## config.mk

```make
export PLATFORM = sky130hd
export DESIGN_NAME = passcode_lock
export DESIGN_NICKNAME = d
export VERILOG_FILES = /design/src/rtl/passcode_lock_pkg.sv /design/src/rtl/lockout_timer.sv /design/src/rtl/passcode_lock.sv
export SDC_FILE = /design/constraint.sdc
export NUM_CORES = 1
export LEC_CHECK = 0
export CAP_MARGIN = 40
export CORE_MARGIN = 8
export CORE_UTILIZATION = 50
export DETAILED_ROUTE_END_ITERATION = 8
export GPL_ROUTABILITY_DRIVEN = 1
export PLACE_DENSITY = 0.7
export SYNTH_ARGS = -nofsm -noshare
export SYNTH_HDL_FRONTEND = slang
export SYNTH_SLANG_ARGS = --single-unit
```

## constraint.sdc

```tcl
create_clock -name clk -period 6.36 [get_ports clk]
set_input_delay 0.636 -clock clk [delete_from_list [all_inputs] [get_ports clk]]
set_output_delay 0.636 -clock clk [all_outputs]
set_load 0.05 [all_outputs]
```

## src/rtl/passcode_lock_pkg.sv

```systemverilog
// Shared types and default constants for the keypad passcode lock.
package passcode_lock_pkg;

  typedef enum logic [1:0] {
    ST_ENTRY   = 2'd0,
    ST_OPEN    = 2'd1,
    ST_LOCKOUT = 2'd2
  } state_e;

  localparam int DEF_DIGIT_W     = 4;
  localparam int DEF_CODE_LEN    = 4;
  localparam int DEF_MAX_TRIES   = 3;
  localparam int DEF_LOCK_CYCLES = 16;
  // First digit sits in the most significant nibble.
  localparam logic [DEF_CODE_LEN*DEF_DIGIT_W-1:0] DEF_CODE = {4'd1, 4'd8, 4'd6, 4'd5};

endpackage

```

## src/rtl/lockout_timer.sv

```systemverilog
// Down-counter that times the lockout window; done_o is high once the count hits zero.
module lockout_timer
  import passcode_lock_pkg::*;
#(
  parameter int CNT_W = 5
) (
  input  logic             clk,
  input  logic             reset,
  input  logic             load_i,
  input  logic [CNT_W-1:0] load_val_i,
  input  logic             en_i,
  output logic             done_o
);

  logic [CNT_W-1:0] cnt_q;

  always_ff @(posedge clk or posedge reset) begin
    if (reset) begin
      cnt_q <= '0;
    end else if (load_i) begin
      cnt_q <= load_val_i;
    end else if (en_i && (cnt_q != '0)) begin
      cnt_q <= cnt_q - CNT_W'(1);
    end
  end

  assign done_o = (cnt_q == '0);

endmodule

```

## src/rtl/passcode_lock.sv

```systemverilog
// Keypad passcode lock: digit-by-digit entry, failed-try lockout and in-place code programming.
module passcode_lock
  import passcode_lock_pkg::*;
#(
  parameter int DIGIT_W     = DEF_DIGIT_W,
  parameter int CODE_LEN    = DEF_CODE_LEN,
  parameter int MAX_TRIES   = DEF_MAX_TRIES,
  parameter int LOCK_CYCLES = DEF_LOCK_CYCLES,
  parameter logic [CODE_LEN*DIGIT_W-1:0] DEFAULT_CODE = DEF_CODE
) (
  input  logic                              clk,
  input  logic                              reset,
  input  logic                              digit_valid,
  input  logic [DIGIT_W-1:0]                digit,
  input  logic                              clear,
  input  logic                              prog_en,
  input  logic                              relock,
  output logic                              unlocked,
  output logic                              fail,
  output logic                              locked_out,
  output logic                              prog_done,
  output logic [$clog2(CODE_LEN+1)-1:0]     digit_cnt
);

  localparam int CW  = $clog2(CODE_LEN+1);
  localparam int IW  = $clog2(CODE_LEN);
  localparam int TRW = $clog2(MAX_TRIES+1);
  localparam int TMW = $clog2(LOCK_CYCLES+1);
  localparam logic [CW-1:0]  LAST_CNT  = CW'(CODE_LEN-1);
  localparam logic [TRW-1:0] LAST_TRY  = TRW'(MAX_TRIES-1);
  localparam logic [TMW-1:0] LOCK_LOAD = TMW'(LOCK_CYCLES-1);

  state_e             state_q, state_d;
  logic [CW-1:0]      cnt_q, cnt_d;
  logic               err_q, err_d;
  logic [TRW-1:0]     tries_q, tries_d;
  logic               unlocked_q, fail_q, locked_out_q, prog_done_q;
  logic               fail_d, prog_done_d;
  logic               commit, shadow_we, timer_load, timer_done;
  logic [DIGIT_W-1:0] code_q   [CODE_LEN];
  logic [DIGIT_W-1:0] shadow_q [CODE_LEN];
  logic [IW-1:0]      idx;
  logic               mismatch;

  assign idx      = cnt_q[IW-1:0];
  assign mismatch = (digit != code_q[idx]);

  always_comb begin
    state_d     = state_q;
    cnt_d       = cnt_q;
    err_d       = err_q;
    tries_d     = tries_q;
    fail_d      = 1'b0;
    prog_done_d = 1'b0;
    commit      = 1'b0;
    shadow_we   = 1'b0;
    timer_load  = 1'b0;
    unique case (state_q)
      ST_ENTRY: begin
        if (clear) begin
          cnt_d = '0;
          err_d = 1'b0;
        end else if (digit_valid) begin
          if (cnt_q == LAST_CNT) begin
            cnt_d = '0;
            err_d = 1'b0;
            if (err_q || mismatch) begin
              fail_d = 1'b1;
              if (tries_q == LAST_TRY) begin
                tries_d    = '0;
                state_d    = ST_LOCKOUT;
                timer_load = 1'b1;
              end else begin
                tries_d = tries_q + TRW'(1);
              end
            end else begin
              tries_d = '0;
              state_d = ST_OPEN;
            end
          end else begin
            cnt_d = cnt_q + CW'(1);
            err_d = err_q | mismatch;
          end
        end
      end
      ST_OPEN: begin
        if (relock) begin
          state_d = ST_ENTRY;
          cnt_d   = '0;
        end else if (clear) begin
          cnt_d = '0;
        end else if (digit_valid && prog_en) begin
          shadow_we = 1'b1;
          if (cnt_q == LAST_CNT) begin
            cnt_d       = '0;
            commit      = 1'b1;
            prog_done_d = 1'b1;
          end else begin
            cnt_d = cnt_q + CW'(1);
          end
        end
      end
      ST_LOCKOUT: begin
        if (timer_done) begin
          state_d = ST_ENTRY;
          cnt_d   = '0;
        end
      end
      default: state_d = ST_ENTRY;
    endcase
  end

  always_ff @(posedge clk or posedge reset) begin
    if (reset) begin
      state_q      <= ST_ENTRY;
      cnt_q        <= '0;
      err_q        <= 1'b0;
      tries_q      <= '0;
      unlocked_q   <= 1'b0;
      fail_q       <= 1'b0;
      locked_out_q <= 1'b0;
      prog_done_q  <= 1'b0;
    end else begin
      state_q      <= state_d;
      cnt_q        <= cnt_d;
      err_q        <= err_d;
      tries_q      <= tries_d;
      unlocked_q   <= (state_d == ST_OPEN);
      fail_q       <= fail_d;
      locked_out_q <= (state_d == ST_LOCKOUT);
      prog_done_q  <= prog_done_d;
    end
  end

  // The final digit bypasses the shadow so the whole code swaps in one edge.
  always_ff @(posedge clk or posedge reset) begin
    if (reset) begin
      for (int i = 0; i < CODE_LEN; i++)
        code_q[i] <= DEFAULT_CODE[(CODE_LEN-1-i)*DIGIT_W +: DIGIT_W];
    end else if (commit) begin
      for (int i = 0; i < CODE_LEN-1; i++)
        code_q[i] <= shadow_q[i];
      code_q[CODE_LEN-1] <= digit;
    end
  end

  always_ff @(posedge clk) begin
    if (shadow_we) shadow_q[idx] <= digit;
  end

  lockout_timer #(.CNT_W(TMW)) u_timer (
    .clk        (clk),
    .reset      (reset),
    .load_i     (timer_load),
    .load_val_i (LOCK_LOAD),
    .en_i       (state_q == ST_LOCKOUT),
    .done_o     (timer_done)
  );

  assign unlocked   = unlocked_q;
  assign fail       = fail_q;
  assign locked_out = locked_out_q;
  assign prog_done  = prog_done_q;
  assign digit_cnt  = cnt_q;

endmodule

```

# == After elaboration in Yosys (flattened, before gate mapping) ==
# Memory sizes are Yosys's and may differ from the RTL's. A register that Yosys moved wholly into a read port is not among the register bits.
# Cells that the tools add are included.
# classes
n_addsub,3
order_cmp,1
n_eq_ne,10
mux,48
bitwise,3
n_reduce_logical,12
# ops
op,n
$mux W1,25
$mux W3,7
$mux W2,9
$mux W5,2
$pmux W3 S3,1
$bmux W4 S2,1
$mux W4,2
$reduce_and A4 Y1,2
$eq A2 B2 Y1 const B,3
$pmux W2 S3,1
$logic_not A5 Y1,1
$reduce_bool A5 Y1,1
$sub A5 B1 Y5 const B,1
$eq A2 B1 Y1 const B,2
$ne A4 B4 Y1,1
$ne A4 B4 Y1 const B,1
$reduce_bool A2 Y1,2
$add A3 B1 Y3 const B,1
$eq A3 B2 Y1 const B,1
$ge A3 B3 Y1 const B,1
$ne A3 B3 Y1 const B,1
$not A2 Y3,1
$reduce_bool A3 Y1,1
$add A2 B1 Y2 const B,1
7 further kinds,8
# word_totals
reg_bits,21
ramBits,16
input_bits,10
output_inout_bits,7
memories,1
# mem_list
memory,depth,word_bits,read_ports,rd_clocked_by_memory_dff,write_ports,line,rtl
shadow_q,4,4,3,3,1,passcode_lock.sv:41,logic [DIGIT_W-1:0] shadow_q [CODE_LEN];

# == Logic depth before layout (Yosys ltp) ==
# Gate-level depths: netlist of the first run.
# depth
depth_word,12
mapped_depth,8
mapped_depth_nobuf,7

# == Hierarchy ==
# From an unflattened synthesis of the first run, not the netlist that was laid out.
# unflattened
cells_unflattened,181
area_unflattened_um2,2250.9
# by_module_without_submodules
mod,instances,cells_per_inst,area_each_um2
passcode_lock,1,148,1948.1
lockout_timer,1,33,302.8

# == Least setup slack after synthesis of the first run ==
# No wires, ideal clock.
# synth_path
path_kind,register to register
startpoint,register cnt_q[0] (netlist: digit_cnt[0])
endpoint,register unlocked_q (netlist: unlocked)
setup_time_ns,0.119
arrival_ns,2.099
required_time_ns,6.241
setup_slack_ns,4.142
stages_incl_launch_ff,7
period_less_slack_ns,2.218
cell_sequence,dfrtp_1 -> ha_1 -> nand2b_1 -> or3_1 -> a22oi_1 -> a221oi_1 -> o21a_1
# synth_via
elab_chain_len,12
# synth_lines
item,line,rtl
from (decl),passcode_lock.sv:34,"logic [CW-1:0] cnt_q, cnt_d;"
from (signal assigned),passcode_lock.sv:125,cnt_q <= cnt_d;
$not A2 Y3 (implied by the code),passcode_lock.sv:46,assign mismatch = (digit != code_q[idx]);
$bmux W4 S2,passcode_lock.sv:46,
$mux W4 (implied by the code) (2 in a row),passcode_lock.sv:46,
$ne A4 B4 Y1,passcode_lock.sv:46,
$logic_or A1 B1 Y1,passcode_lock.sv:67,if (err_q || mismatch) begin
$mux W2,passcode_lock.sv:67,
$mux W2 (*),passcode_lock.sv:64,if (cnt_q == LAST_CNT) begin
$mux W2 (*),passcode_lock.sv:63,end else if (digit_valid) begin
$mux W2 (*),passcode_lock.sv:60,if (clear) begin
$pmux W2 S3 (*),passcode_lock.sv:58,unique case (state_q)
$eq A2 B1 Y1 (*),passcode_lock.sv:128,unlocked_q <= (state_d == ST_OPEN);
to (signal assigned),passcode_lock.sv:128,
to (decl),passcode_lock.sv:37,"logic unlocked_q, fail_q, locked_out_q, prog_done_q;"
# Mark *: on every way between the ends. The rest lies on a longest branch, timed or not. The select of a mux whose other input is x is not followed.
# A chain may end at the register's enable or synchronous reset.

# == Worst setup path in the final report of the first run ==
# layout_path
startpoint,register cnt_q[1] (netlist: digit_cnt[1])
endpoint,output digit_cnt[1]
# layout_lines
item,line,rtl
to (decl),passcode_lock.sv:22,output logic [$clog2(CODE_LEN+1)-1:0] digit_cnt
# No word-level cell between the ends.

==> results of run 1 <==
==> where the power goes <==
group / leakage [nW] / total (mW) / internal, mW / switching, mW
Combinational: 0.501 / 0.144 / 0.0615 / 0.0821
Sequential: 0.542 / 0.347 / 0.312 / 0.0349
Clock: 0.0445 / 0.180 / 0.0780 / 0.102
Total: 1.09 / 0.671 / 0.451 / 0.220
==> worst max-delay path by stage <==
| stage | from | to | slack [ps] | depth (start not counted) |
|---|---|---|---|---|
| global route | digit_cnt[1]$_DFFE_PP0P_ | digit_cnt[1] | 3730 | 1 |
| detailed placement | digit_valid | code_q[14]$_DFFE_PP0P_ | 3620 | 5 |
| global placement | digit_valid | code_q[3]$_DFFE_PP0P_ | 3740 | 5 |
| finish | digit_cnt[1]$_DFFE_PP0P_ | digit_cnt[1] | 3820 | 1 |
| CTS | digit_cnt[1]$_DFFE_PP0P_ | digit_cnt[1] | 3790 | 1 |
| floorplan | digit_cnt[0]$_DFFE_PP0P_ | unlocked$_DFF_PP0_ | 4140 | 6 |
==> state kept, by name, summed over array words and instances, names as in the netlist <==
signal / cells
state_q: 2
shadow_q: 12
prog_done: 1
unlocked: 1
err_q: 1
u_timer.cnt_q: 5
tries_q: 2
digit_cnt: 3
locked_out: 1
code_q: 16
fail: 1
==> layout make-up <==
cell class | instances | area, µm² | share of cell area
Multi-Input combinational cell | 114 | 934.6 | 0.3744
Clock buffer | 5 | 68.82 | 0.02757
Sequential cell | 45 | 1194 | 0.4782
Inverter | 12 | 45.04 | 0.01805
Tap cell | 52 | 65.06 | 0.02607
Clock inverter | 3 | 21.27 | 0.008521
Timing Repair Buffer | 17 | 167.7 | 0.06717
==> synth_stat cells (6+ instances only) <==
| cell type | instances |
|---|---|
| a21oi_1 | 6 |
| dfrtp_1 | 27 |
| mux2_2 | 17 |
| nand2_1 | 9 |
| mux2i_1 | 7 |
| o21ai_0 | 8 |
| edfxtp_1 | 12 |
| ha_1 | 9 |
| inv_1 | 12 |
| dfstp_2 | 6 |
| xor2_1 | 6 |
| nand3_1 | 6 |
==> per-layer routing <==
metal  wire [µm]  global-route usage  part of all wire
met3         157             0.04329             0.038
met2        1971              0.2122              0.48
met1        1944              0.1779              0.47
met4          21             0.03158            0.0051
met5           0                   0                 0
==> cell families after synthesis <==
family / Yosys count / share of synthesized area
and+or+nand+nor: 42 / 0.1049
muxes: 26 / 0.1339
xor gates and xnor gates: 8 / 0.03517
AOI/OAI and AO/OA: 29 / 0.09871
DFF: 45 / 0.5411
buffers and inverters: 16 / 0.03517
adders and majority gates: 9 / 0.05105
==> out/metrics.yaml, run 1 <==
outcome: "complete, no violations"
die_y_um: 82.42
slew_headroom: 0.5238
r2r_start: "digit_cnt[1]$_DFFE_PP0P_"
synth_flop_cell: "dfrtp_1"
fin_area_um2: 2496
synth_cell_types: 46
drt_iter0_drc: 71
yosys_register_bits: 45
dp_cells: 240
r2r_slack_ps: 3950
grtUsageTotal: 0.1354
netlist_instances: 175
hp-class: "reg2reg"
finalPower_mw: 0.6708
gp_congestion: 0.9456
nNetsFinal: 214
hold_path_end: "code_q[4]$_DFFE_PP0P_"
finalSetupViolCount: 0
grt_pass1_wl_um: 6982
cts_root_buf: "clkbuf_8"
synth_edf_count: 12
fp.dieW_um: 82.42
period_share: 0.3993
synth_area_um2: 2206
critPathKind: "reg2out"
rsz0062_at_grt: "false"
fillers: 354
arrival_ps: 1900
htreeDepth: 2
rows: 24
cts.repair.resized: 0
grt_pass1_vias: 1394
tightest_slew_ps: 712.6
worst-r2r-cell-count: 6
hold_start: "shadow_q[2][0]$_DFFE_PP_"
cp_max_fo: 11
cts.sinks: 45
fmax_mhz: 393.8
synth.top_cell.area_share: 0.3063
clk_pin_slew_ps: 90
holdWs_ps: 484.0
wire_per_inst_um: 16.51
place_area_um2: 2406
drc: 0
p_per_area_nw_per_um2: 268.7
dp_slack_ps: 3622
fp.dieArea_um2: 6793
portBuffers: 16
drive_above_1_share: 0.1939
area.growth.synth_to_final_pct: 13.16
hold_viol: 0
cts_hold_buf: 0
maxCapViolCount: 0
initial_core_util: 0.5137
leakage_nw: 1.088
fin_setup_tns_ps: 0
holdPathStages: 1
avgViaCountPerCell: 5.383
worstPathCellList: "clkdlybuf4s50_1"
firstDrtPassIters: 4
fin_skew_ps: 10.71
slowest_delay_ps: 910
antenna_found_initial: 0
crit_buf_inv: 1
synth-seq-area-share: 0.5411
core_um2: 4294
vdd_drop_max_v: 0.0001417
slowest_stage: "clkdlybuf4s50_1"
worst_setup_path_start_kind: "register"
final_common_cell: "dfrtp_1"
totalWireLength_um: 4094
clockBufferDepth: 2
synth_area_per_cell_um2: 12.60
grt_max_degree: 34
n_antenna_cell: 0
cts_tree: "built"
r2r-end: "unlocked$_DFF_PP0_"
required_ps: 5720
finalMaxSlewViolations: 0
final_core_util: 0.5813
stdcell_count: 248
via_count: 1335
grt-ovfl-total: 0
netlist_top_cells_area: "dfrtp_1, edfxtp_1, mux2_2"
yosysTopAreaCell: "dfrtp_1"
pin_count: 17
setup_slack_ps: 3821
hpwl_um: 2915
min_period_ps: 2539
cts_setup_buffers: 0
crit_path_end_kind: "output pin"
cp_top_family: "buffers and inverters"
yosys_warnings: 0
ant_nets: 0
final_cell_mix: "dfrtp_1, mux2_2, clkdlybuf4s50_1"
clkLatencyLatePin_ps: 310
syn-num-nets: 194
cts_made_buffers: 5
synth-async-reset-ratio: 0.7333
Power figures use the tool's default switching activity.
==> inputs of run 2 (changes only) <==
==> constraint.sdc (replaced) <==
create_clock -name clk -period 2.4 [get_ports clk]
set_input_delay 0.24 -clock clk [delete_from_list [all_inputs] [get_ports clk]]
set_output_delay 0.24 -clock clk [all_outputs]
set_load 0.05 [all_outputs]
==> out/metrics.yaml, run 2 (synthesis results as in run 1) <==
cts_root_buf: "clkbuf_8"
core_um2: 4294  # unchanged
grt_max_degree: 34  # unchanged
largest_reg_flops: 16  # unchanged
wire_per_inst_um: 16.45  # -0.37%
final_core_util: 0.5906  # +0.009324
rsz0062_at_grt: "false"
portBuffers: 16  # unchanged
fp.dieW_um: 82.42  # unchanged
cp-startpoint: "u_timer.cnt_q[0]$_DFFE_PP0P_"
n_antenna_cell: 0  # unchanged
firstDrtPassIters: 6  # +2
ant_nets: 0  # unchanged
rows: 24  # unchanged
final_common_cell: "dfrtp_1"
crit_path_end_kind: "register"
cts.sinks: 45  # unchanged
worst_setup_path_start_kind: "register"
gp_congestion: 0.8434  # -11%
cts_hold_buf: 0  # unchanged
finalPower_mw: 1.862  # +180%
setup_slack_ps: 151.6  # -3669 ps
hold_viol: 0  # unchanged
grt_pass1_wl_um: 6610  # -5.3%
required_ps: 2580  # -3140 ps
vdd_drop_max_v: 0.0003582  # +150%
htreeDepth: 2  # unchanged
area.growth.synth_to_final_pct: 14.97
finalMaxSlewViolations: 0  # unchanged
fin_skew_ps: 9.871  # -0.8346 ps
antenna_found_initial: 0  # unchanged
maxCapViolCount: 0  # unchanged
via_count: 1352  # +1.3%
cts_setup_buffers: 0  # unchanged
regMostFlops: "code_q"
finalSetupViolCount: 0  # unchanged
clk_pin_slew_ps: 80  # about the same
outcome: "complete, no violations"
avgViaCountPerCell: 5.386  # about the same
dp_slack_ps: 162.8  # -3459 ps
fin_setup_tns_ps: 0  # unchanged
hp-class: "in2async"
leakage_nw: 1.112  # +2.2%
fmax_mhz: 444.8
critPathKind: "reg2reg"
clkLatencyLatePin_ps: 290  # -20 ps
cts_made_buffers: 5  # unchanged
grt_pass1_vias: 1374  # -1.4%
die_y_um: 82.42  # unchanged
fp.dieArea_um2: 6793  # unchanged
clockBufferDepth: 2  # unchanged
cp_max_fo: 6  # -5
nNetsFinal: 217  # +1.4%
initial_core_util: 0.5137  # unchanged
cts.repair.resized: 0  # unchanged
grtUsageTotal: 0.1304  # -0.004916
drive_above_1_share: 0.2010  # +0.007127
arrival_ps: 2430  # +530 ps
drc: 0  # unchanged
pin_count: 17  # unchanged
drt_iter0_drc: 71  # unchanged
period_share: 0.9368
r2r_start: "u_timer.cnt_q[0]$_DFFE_PP0P_"
slew_headroom: 0.6500  # +0.1262
grt-ovfl-total: 0  # unchanged
top_regs: "code_q x16, shadow_q x12, u_timer.cnt_q x5"
final_cell_mix: "dfrtp_1, mux2_2, clkdlybuf4s50_1"
min_period_ps: 2248
p_per_area_nw_per_um2: 734.3  # +170%
tightest_slew_ps: 525.0  # -187.6 ps
cts_tree: "built"
hpwl_um: 3069  # +5.3%
fillers: 352  # -0.56%
totalWireLength_um: 4128  # +0.83%
[run 2: cell count changes in the layout (fill, tap and decap cells not counted)]
cell        delta
buf_4          +3
bufinv_16      +1
clkbuf_1       +1
clkinvlp_4     -1
inv_6          -1
[run 2: worst paths after layout]
kind                                             to  depth (start not counted)  slack [ps]
setup / recovery           digit_cnt[0]$_DFFE_PP0P_                          6         150
hold / removal               code_q[13]$_DFFE_PP0P_                          3         330
setup reg to reg           digit_cnt[0]$_DFFE_PP0P_                          6         150
hold reg to reg              code_q[14]$_DFFE_PP0P_                          1         480
max in group asynchronous    code_q[11]$_DFFE_PP1P_                          3        1740
min in group clk             code_q[14]$_DFFE_PP0P_                          1         480
[run 2: critical path, cell delays in order (launching register included)]
cell and delay (ps):
dfrtp_1 410, inv_1 70, ha_1 190, or4b_1 490, and2_0 290, a211oi_2 350
mux2_1 350
[run 2: routing by layer]
| layer | GRT usage | up-vias | wire length [µm] |
|---|---|---|---|
| li1 | - | 666 | - |
| met1 | 0.1555 | 664 | 1855 |
| met2 | 0.2177 | 19 | 2087 |
| met3 | 0.03463 | 3 | 152 |
| met4 | 0.05439 | 0 | 32 |
| met5 | 0 | - | 0 |
[run 2: layout make-up]
cell class | count | area, µm² | share of cell area
clock buffer | 6 | 72.57 | 0.02861
clock inverter | 2 | 35.03 | 0.01381
sequential | 45 | 1194 | 0.4706
tap | 52 | 65.06 | 0.02565
timing repair buffer | 20 | 190.2 | 0.07499
multi-input combinational | 114 | 934.6 | 0.3685
inverter | 12 | 45.04 | 0.01776
[run 2: power breakdown]
| part | internal, mW | switching, mW | total, mW | leakage (nW) |
|---|---|---|---|---|
| Clock | 0.309 | 0.234 | 0.543 | 0.0552 |
| Sequential | 0.827 | 0.0713 | 0.898 | 0.542 |
| Combinational | 0.177 | 0.244 | 0.421 | 0.515 |
[run 2: per-stage QoR]
step	hold slack, ps	instances	area, µm²
2_1_floorplan	338.9	175	2206
3_3_place_gp	458.8	243	2429
3_5_place_dp	470.8	243	2429
4_1_cts	341.5	251	2536
5_1_grt	379.9	251	2536
6_report	330.9	251	2536
==> inputs of run 3 (changes only) <==
--- a/config.mk
+++ b/config.mk
@@ -6,7 +6,6 @@
 export NUM_CORES = 1
 export LEC_CHECK = 0
 export CAP_MARGIN = 40
-export CORE_MARGIN = 8
 export CORE_UTILIZATION = 50
 export DETAILED_ROUTE_END_ITERATION = 8
 export GPL_ROUTABILITY_DRIVEN = 1
==> out/metrics.yaml, run 3 (synthesis results as in run 1) <==
outcome: "complete, no violations"
cts_root_buf: "clkbuf_8"
grt-ovfl-total: 0  # unchanged
initial_core_util: 0.5360  # +0.02233
cts_made_buffers: 5  # unchanged
hold_viol: 0  # unchanged
regMostFlops: "code_q"
htreeDepth: 2  # unchanged
p_clk_frac: 0.254  # -0.038
pin_count: 17  # unchanged
fmax_mhz: 446.7  # +0.43%
area.growth.synth_to_final_pct: 14.41
fp.dieArea_um2: 4681  # -31%
cts_hold_buf: 0  # unchanged
cts.repair.resized: 0  # unchanged
rows: 23  # -4.2%
maxCapViolCount: 0  # unchanged
avgViaCountPerCell: 5.761  # +7.0%
antenna_found_initial: 0  # unchanged
leakage_nw: 1.113  # about the same
critPathKind: "reg2reg"
cts_tree: "built"
rsz0062_at_grt: "false"
vdd_drop_max_v: 0.0004505  # +26%
gp_congestion: 0.8953  # +6.2%
required_ps: 2570  # about the same
p_sw_frac: 0.3241  # +0.02886
totalWireLength_um: 4357  # +5.5%
ant_nets: 0  # unchanged
setup_slack_ps: 161.3  # +9.660 ps
dp_slack_ps: 210.0  # +47.20 ps
largest_reg_flops: 16  # unchanged
p_int_mw: 1.213  # -7.6%
fp.dieW_um: 68.42  # -17%
grtUsageTotal: 0.2168  # +0.08634
arrival_ps: 2410  # -20 ps
final_cell_mix: "dfrtp_1, mux2_2, clkdlybuf4s50_1"
portBuffers: 16  # unchanged
grt_pass1_vias: 1433  # +4.3%
finalPower_mw: 1.795  # -3.6%
final_common_cell: "dfrtp_1"
n_antenna_cell: 0  # unchanged
drive_above_1_share: 0.2090  # +0.007950
tightest_slew_ps: 511.8  # -13.16 ps
clkLatencyLatePin_ps: 300  # about the same
die_y_um: 68.42  # -17%
via_count: 1446  # +7.0%
fin_skew_ps: 12.58  # +2.710 ps
min_period_ps: 2239  # -9.660 ps
clockBufferDepth: 2  # unchanged
hp-class: "in2async"
finalMaxSlewViolations: 0  # unchanged
cts.sinks: 45  # unchanged
hpwl_um: 3125  # +1.8%
cts_setup_buffers: 0  # unchanged
worst_setup_path_start_kind: "register"
p_comb_frac: 0.249  # +0.023
firstDrtPassIters: 4  # -2
holdWs_ps: 332.6  # +1.776 ps
nNetsFinal: 219  # +0.92%
wire_per_inst_um: 17.36  # +5.5%
drt_iter0_drc: 68  # -4.2%
cp_max_fo: 6  # unchanged
crit_path_end_kind: "register"
p_sw_mw: 0.5817  # +5.8%
core_um2: 4115  # -4.2%
p_per_area_nw_per_um2: 711.2  # -3.1%
grt_max_degree: 34  # unchanged
top_regs: "code_q x16, shadow_q x12, u_timer.cnt_q x5"
fin_setup_tns_ps: 0  # unchanged
slew_headroom: 0.6540  # +0.003968
clk_pin_slew_ps: 90  # about the same
grt_pass1_wl_um: 7017  # +6.2%
finalSetupViolCount: 0  # unchanged
period_share: 0.9328  # -0.004025
seq_power_share: 0.497  # +0.015
drc: 0  # unchanged
-- run 3: layout make-up --
type | count | area (µm²)
repair buffers | 22 | 205.2
clock buffers | 6 | 72.57
inverters | 12 | 45.04
multi-input cells | 114 | 934.6
fillers | 341 | 1592
clock inverters | 2 | 10.01
well taps | 50 | 62.56
flip-flops and latches | 45 | 1194
-- run 3: layer usage --
layer / part of all wire / routed length [µm] / track usage
met5: 0 / 0 / 0
met3: 0.040 / 174 / 0.06333
met1: 0.44 / 1911 / 0.2762
met4: 0.015 / 65 / 0.08594
met2: 0.51 / 2206 / 0.3444
-- run 3: metrics by stage --
step	area, µm²	cells	util
2_1_floorplan	2206	175	-
3_3_place_gp	2441	243	0.5932
3_5_place_dp	2441	243	0.5932
4_1_cts	2524	251	0.6133
5_1_grt	2524	251	0.6133
6_report	2524	251	0.6133
-- run 3: worst max-delay path, cell delays in order (launching register included) --
cell      delay (ps)
dfrtp_1          410
inv_1             80
ha_1             170
or4b_1           470
and2_0           300
a211oi_2         320
mux2_1           360
-- run 3: power by group through the flow --
stage               clock (mW)  sequential, mW  combinational, mW
finish                   0.455           0.892              0.448
global route             0.502           0.901              0.489
CTS                      0.470           0.894              0.449
detailed placement           0           0.909              0.442
global placement             0           0.905              0.428
floorplan                    0           0.950              0.255
-- run 3: final timing paths --
check / from / end / slack, ps / depth (start not counted)
max: u_timer.cnt_q[1]$_DFFE_PP0P_ / digit_cnt[0]$_DFFE_PP0P_ / 160 / 6
min: reset / prog_done$_DFF_PP0_ / 330 / 3
max reg2reg: u_timer.cnt_q[1]$_DFFE_PP0P_ / digit_cnt[0]$_DFFE_PP0P_ / 160 / 6
min reg2reg: shadow_q[2][1]$_DFFE_PP_ / code_q[5]$_DFFE_PP1P_ / 480 / 1
max in group asynchronous: reset / code_q[2]$_DFFE_PP1P_ / 1710 / 3
min in group clk: shadow_q[2][1]$_DFFE_PP_ / code_q[5]$_DFFE_PP1P_ / 480 / 1
